### src/rtl/serial_adder_pkg.sv
// Shared definitions for the bit-serial adder/subtractor: FSM state encodings
// and the default operand width.
package serial_adder_pkg;

    localparam int DEFAULT_WIDTH = 8;

    // The unused code 2'd3 falls into the FSM default branch and recovers to IDLE.
    typedef enum logic [1:0] {
        ST_IDLE = 2'd0,
        ST_RUN  = 2'd1,
        ST_DONE = 2'd2
    } state_t;

endpackage

### src/rtl/full_adder.sv
// Full-adder cell built from two half adders; the second one folds in the carry.
module full_adder (
    input  logic a,
    input  logic b,
    input  logic cin,
    output logic s,
    output logic cout
);

    logic s1;
    logic c1;
    logic c2;

    half_adder u_ha0 (
        .a (a),
        .b (b),
        .s (s1),
        .c (c1)
    );

    half_adder u_ha1 (
        .a (s1),
        .b (cin),
        .s (s),
        .c (c2)
    );

    assign cout = c1 | c2;

endmodule

### src/rtl/half_adder.sv
// Single-bit half adder, the building block of the full-adder cell.
module half_adder (
    input  logic a,
    input  logic b,
    output logic s,
    output logic c
);

    assign s = a ^ b;
    assign c = a & b;

endmodule

### src/rtl/serial_adder.sv
// Bit-serial adder/subtractor: one full-adder cell reused over WIDTH cycles,
// LSB first, framed by a start/busy/done handshake.
module serial_adder
    import serial_adder_pkg::*;
#(
    parameter int WIDTH = DEFAULT_WIDTH
) (
    input  logic             clk,
    input  logic             rst_n,
    input  logic             start,
    input  logic [WIDTH-1:0] a,
    input  logic [WIDTH-1:0] b,
    input  logic             sub,
    output logic             busy,
    output logic             done,
    output logic [WIDTH-1:0] sum,
    output logic             cout,
    output logic             ovf
);

    localparam int CW = (WIDTH > 1) ? $clog2(WIDTH) : 1;
    localparam logic [CW-1:0] LAST_BIT = CW'(WIDTH - 1);

    state_t           state_q, state_d;
    logic [CW-1:0]    cnt_q, cnt_d;
    logic [WIDTH-1:0] a_sr_q, a_sr_d;
    logic [WIDTH-1:0] b_sr_q, b_sr_d;
    logic [WIDTH-1:0] acc_q, acc_d;
    logic             carry_q, carry_d;
    logic [WIDTH-1:0] sum_q, sum_d;
    logic             cout_q, cout_d;
    logic             ovf_q, ovf_d;

    logic fa_s;
    logic fa_cout;

    full_adder u_fa (
        .a    (a_sr_q[0]),
        .b    (b_sr_q[0]),
        .cin  (carry_q),
        .s    (fa_s),
        .cout (fa_cout)
    );

    always_comb begin
        state_d = state_q;
        cnt_d   = cnt_q;
        a_sr_d  = a_sr_q;
        b_sr_d  = b_sr_q;
        acc_d   = acc_q;
        carry_d = carry_q;
        sum_d   = sum_q;
        cout_d  = cout_q;
        ovf_d   = ovf_q;
        case (state_q)
            ST_IDLE: begin
                if (start) begin
                    // Subtraction is A + ~B + 1, the +1 entering as the initial carry.
                    a_sr_d  = a;
                    b_sr_d  = sub ? ~b : b;
                    carry_d = sub;
                    cnt_d   = '0;
                    state_d = ST_RUN;
                end
            end
            ST_RUN: begin
                acc_d   = {fa_s, acc_q[WIDTH-1:1]};
                a_sr_d  = a_sr_q >> 1;
                b_sr_d  = b_sr_q >> 1;
                carry_d = fa_cout;
                cnt_d   = cnt_q + 1'b1;
                if (cnt_q == LAST_BIT) begin
                    // carry_q is the carry into the MSB on this final cycle.
                    sum_d   = {fa_s, acc_q[WIDTH-1:1]};
                    cout_d  = fa_cout;
                    ovf_d   = carry_q ^ fa_cout;
                    state_d = ST_DONE;
                end
            end
            ST_DONE: state_d = ST_IDLE;
            default: state_d = ST_IDLE;
        endcase
    end

    always_ff @(posedge clk or negedge rst_n) begin
        if (!rst_n) begin
            state_q <= ST_IDLE;
            cnt_q   <= '0;
            a_sr_q  <= '0;
            b_sr_q  <= '0;
            acc_q   <= '0;
            carry_q <= 1'b0;
            sum_q   <= '0;
            cout_q  <= 1'b0;
            ovf_q   <= 1'b0;
        end else begin
            state_q <= state_d;
            cnt_q   <= cnt_d;
            a_sr_q  <= a_sr_d;
            b_sr_q  <= b_sr_d;
            acc_q   <= acc_d;
            carry_q <= carry_d;
            sum_q   <= sum_d;
            cout_q  <= cout_d;
            ovf_q   <= ovf_d;
        end
    end

    assign busy = (state_q == ST_RUN);
    assign done = (state_q == ST_DONE);
    assign sum  = sum_q;
    assign cout = cout_q;
    assign ovf  = ovf_q;

endmodule

### config.mk
export PLATFORM = sky130hd
export DESIGN_NAME = serial_adder
export DESIGN_NICKNAME = d
export VERILOG_FILES = /design/src/rtl/serial_adder_pkg.sv /design/src/rtl/full_adder.sv /design/src/rtl/half_adder.sv /design/src/rtl/serial_adder.sv
export SDC_FILE = /design/constraint.sdc
export NUM_CORES = 1
export LEC_CHECK = 0
export ABC_CLOCK_PERIOD_IN_PS = 1500
export CAP_MARGIN = 20
export CELL_PAD_IN_SITES_DETAIL_PLACEMENT = 0
export CELL_PAD_IN_SITES_GLOBAL_PLACEMENT = 2
export CORE_ASPECT_RATIO = 1.25
export CORE_UTILIZATION = 31
export CTS_CLUSTER_SIZE = 40
export DETAILED_ROUTE_END_ITERATION = 12
export GPL_TIMING_DRIVEN = 0
export PLACE_DENSITY_LB_ADDON = 0.3
export SETUP_SLACK_MARGIN = 0.15
export SYNTH_ARGS = -nofsm -noshare
export SYNTH_HDL_FRONTEND = slang
export SYNTH_SLANG_ARGS = --single-unit
### constraint.sdc
create_clock -name clk -period 1.5 [get_ports clk]
set_clock_uncertainty 0.15 [all_clocks]
set_input_delay 0.3 -clock clk [delete_from_list [all_inputs] [get_ports clk]]
set_output_delay 0.3 -clock clk [all_outputs]
set_load 0.03 [all_outputs]
==> results.py <==
metrics = {
    "power": {
        "comb_power_share_pct": 51.4,
        "sw_ratio_pct": 34.8,
        "total_switching_power_mw": 1.76,
        "internal_power_mw": 3.29,
        "power-per-cell-area_mw_per_mm2": 1970,
        "lkg_pwr_nw": 1.19,
        "clockPowerShare_pct": 12.5,
        "power.sequential.fraction_pct": 36.1,
        "ir_worst_vdd_mv": 0.618,
    },
    "synthesis": {
        "share_of_synthesized_flip_flops_with_an_asynchronous_set_or_reset_pct": 100,
        "mappedNetlistNets": 166,
        "dominantRegCellSynth": "dfrtp_1",
        "synth_edf_count": 0,
        "post_synthesis_mean_instance_area_um2": 12.2,
        "syn-cell-area_mm2": 0.00174,
        "synthesis.instances": 143,
        "synth_seq_area_share_pct": 56.0,
        "ys_seq_elements": 39,
        "synth_warnings": 0,
        "ys_types": 29,
    },
    "worst_setup_path": {
        "startpoint_kind_of_the_worst_setup_timing_path": "flop",
        "endpoint_kind": "primary output",
        "worstPathRequired_ns": 1.05,
        "critical_path_peak_fanout": 3,
        "path_common_cell": "buf_6",
        "path_class": "flop to primary output",
        "critical_path_arrival_ns": 1.18,
        "crit_buf_inv": 3,
        "critPathTopFamily": "flip-flops",
        "critical_path.cell_chain": "nor2b_4 -> buf_6 -> buf_8 -> buf_6",
        "worst_path_max_delay_cell": "dfrtp_1",
        "cpPeakStageDelay_ns": 0.41,
    },
    "placement": {
        "number_of_placed_cells_counting_well_taps": 236,
        "numPortBuffers": 29,
        "detailedPlacementHpwl_mm": 2.34,
        "placer_congestion_estimate": 0.756,
        "place_area_mm2": 0.00219,
    },
    "clock_network": {
        "cts_root_buffer": "clkbuf_8",
        "worst_skew_pair.late_latency_ns": 0.28,
        "clk_pin_slew_worst_setup_hold_paths_ns": 0.07,
        "clock_buffer_count_from_cts": 5,
        "clock_tree.htree_level_count": 2,
        "cts_tree": "yes",
        "clock_path_buffers": 2,
        "numClockSinks": 39,
        "cts_hold_repair.buffers": 0,
    },
    "grt": {
        "overflow": 0,
        "grt_use_total_pct": 13.1,
        "first_global_vias": 1263,
        "grt_antenna_before_repair": 0,
        "grt_pass1_wl_mm": 6.00,
        "grt_start_max_net_pins": 40,
    },
    "floorplan": {
        "row_count": 30,
        "floorplan.initialDensity_pct": 32.2,
        "coreArea_mm2": 0.00541,
        "die_height_um": 85.8,
        "io_pins": 32,
        "die_w_um": 69.0,
        "design.die.area_mm2": 0.00592,
    },
    "final_layout": {
        "design_area_mm2": 0.00256,
        "final_cell_count_no_fill": 262,
        "layout.filler_cells": 501,
        "num-nets-final": 222,
        "post_route_cells_drive_above_1_share_pct": 49.5,
        "layout.area.seq_um2": 977,
        "layout_commonest_cell": "dfrtp_1",
        "layout.core_utilization_pct": 47.4,
        "layout.cells.most_common_list": "38 x dfrtp_1, 16 x mux2_4, 16 x clkdlybuf4s50_1",
        "multi_input_area_um2": 866,
        "antenna_cells": 0,
        "area.growth.synth_to_final_pct": 47.2,
    },
    "routing": {
        "remaining_drc_errors": 0,
        "route.final.wire_length_mm": 3.74,
        "detailroute.via_count": 1272,
        "avgViaCountPerCell": 4.85,
        "ant_nets": 0,
        "highest-signal-layer": "met4",
        "initialDrtViolationCount": 47,
        "route.met2.wl_mm": 1.88,
        "drt-pass1-iter-count": 4,
        "met3RoutedLength_um": 191,
        "wl_met1_mm": 1.61,
        "route.detailed.wl_per_inst_um": 14.3,
    },
    "status": {
        "status": "complete, but fails checks",
        "failed_checks": "hold timing, setup timing",
    },
    "timing": {
        "maxClockFrequency_ghz": 0.612,
        "max_slew.worst_pin.slew_ns": 0.867,
        "timing_hold_violations_final": 39,
        "rsz_0062_raised_after_global_routing": "yes",
        "timing.final.crit_share_pct": 109,
        "final_critical_path_setup_slack_ns": -0.133,
        "setup_viol": 16,
        "fin_setup_tns_ns": -1.07,
        "final_worst_path_period_need_ns": 1.63,
        "slew_viol_final": 0,
        "slew-limit-headroom_pct": 42.2,
        "hold_slack_ns": -0.0171,
    },
    "hold_path": {
        "timing.hold.worst.class": "primary input to async pin",
    },
    "run": {
        "maxCapViolCount": 0,
    },
}
flip-flops by register name, indices dropped and copies added (netlist names):
name     cells
carry_q      1
ovf          1
acc_q        7
b_sr_q       8
a_sr_q       8
cout         1
state_q      2
cnt_q        3
sum          8
synthesized netlist by cell type (all sizes together), types with 2 or more instances:
library cell / number / share of area, %
a21oi: 2 / 0.57
a221o: 5 / 3.2
a22o: 2 / 1.0
a22oi: 7 / 3.0
buf: 8 / 3.4
clkbuf: 3 / 0.72
dfrtp: 39 / 56
ha: 2 / 1.4
inv: 3 / 0.65
mux2: 17 / 11
nand2: 12 / 2.6
nand3: 3 / 0.86
nor2: 8 / 1.7
nor2b: 2 / 0.72
o211ai: 2 / 0.86
o21ai: 12 / 3.4
xnor2: 8 / 4.0
power groups by stage:
stage	sequential, mW	clock, mW	combinational [mW]
after floorplan	1.98	0	1.24
after global placement	1.79	0	1.99
after detailed placement	1.81	0	2.02
after CTS	1.79	0.663	2.22
after global routing	1.89	0.710	2.79
final	1.82	0.632	2.59
path summary, 6_finish.rpt:
| check | from | slack (ns) | end | cells past startpoint |
|---|---|---|---|---|
| setup / recovery | state_q[0]$_DFFE_PN0P_ | -0.13 | busy | 4 |
| hold / removal | rst_n | -0.02 | sum[6]$_DFFE_PN0P_ | 1 |
| setup reg to reg | cnt_q[1]$_DFFE_PN0P_ | -0.09 | sum[5]$_DFFE_PN0P_ | 5 |
| hold reg to reg | sum[3]$_DFFE_PN0P_ | 0.35 | sum[3]$_DFFE_PN0P_ | 1 |
| max in group asynchronous | rst_n | 0.63 | state_q[1]$_DFFE_PN0P_ | 1 |
| min in group clk | start | 0.20 | b_sr_q[7]$_DFFE_PN0P_ | 3 |
routing by layer:
layer	GRT usage [%]	vias up
met5	0	-
met4	5.57	0
met3	3.88	5
met2	21.4	34
met1	16.0	622
li1	-	611
layout make-up:
| type | count | area share, % |
|---|---|---|
| buffer | 11 | 4.78 |
| tap | 64 | 3.12 |
| multi-input combinational | 91 | 33.8 |
| timing repair buffer | 48 | 16.8 |
| sequential | 39 | 38.1 |
| inverter | 3 | 0.586 |
| clock buffer | 6 | 2.83 |
stage by stage:
stage / setup slack [ns] / total power, mW
final: -0.133 / 5.05
after global routing: -0.174 / 5.38
after CTS: -0.144 / 4.67
after detailed placement: -0.484 / 3.84
after global placement: -0.965 / 3.79
after floorplan: -0.00376 / 3.22
timing repair:
action,in CTS,in global routing
setup endpoints to repair,44,38
pin swaps,9,6
cloned,1,2
gates resized for setup,90,40
setup buffers,9,8
kinds of logic after synthesis:
kind of cell | count (synthesis) | share of synthesized area [%]
adders and majority gates | 3 | 2.59
and+or+nand+nor | 29 | 7.97
buffers and inverters | 14 | 4.81
xor gates and xnor gates | 9 | 4.53
muxes | 17 | 11.0
AOI/OAI and AO/OA | 32 | 13.1
DFF | 39 | 56.0
No activity file was read; power rests on OpenSTA's default activity.
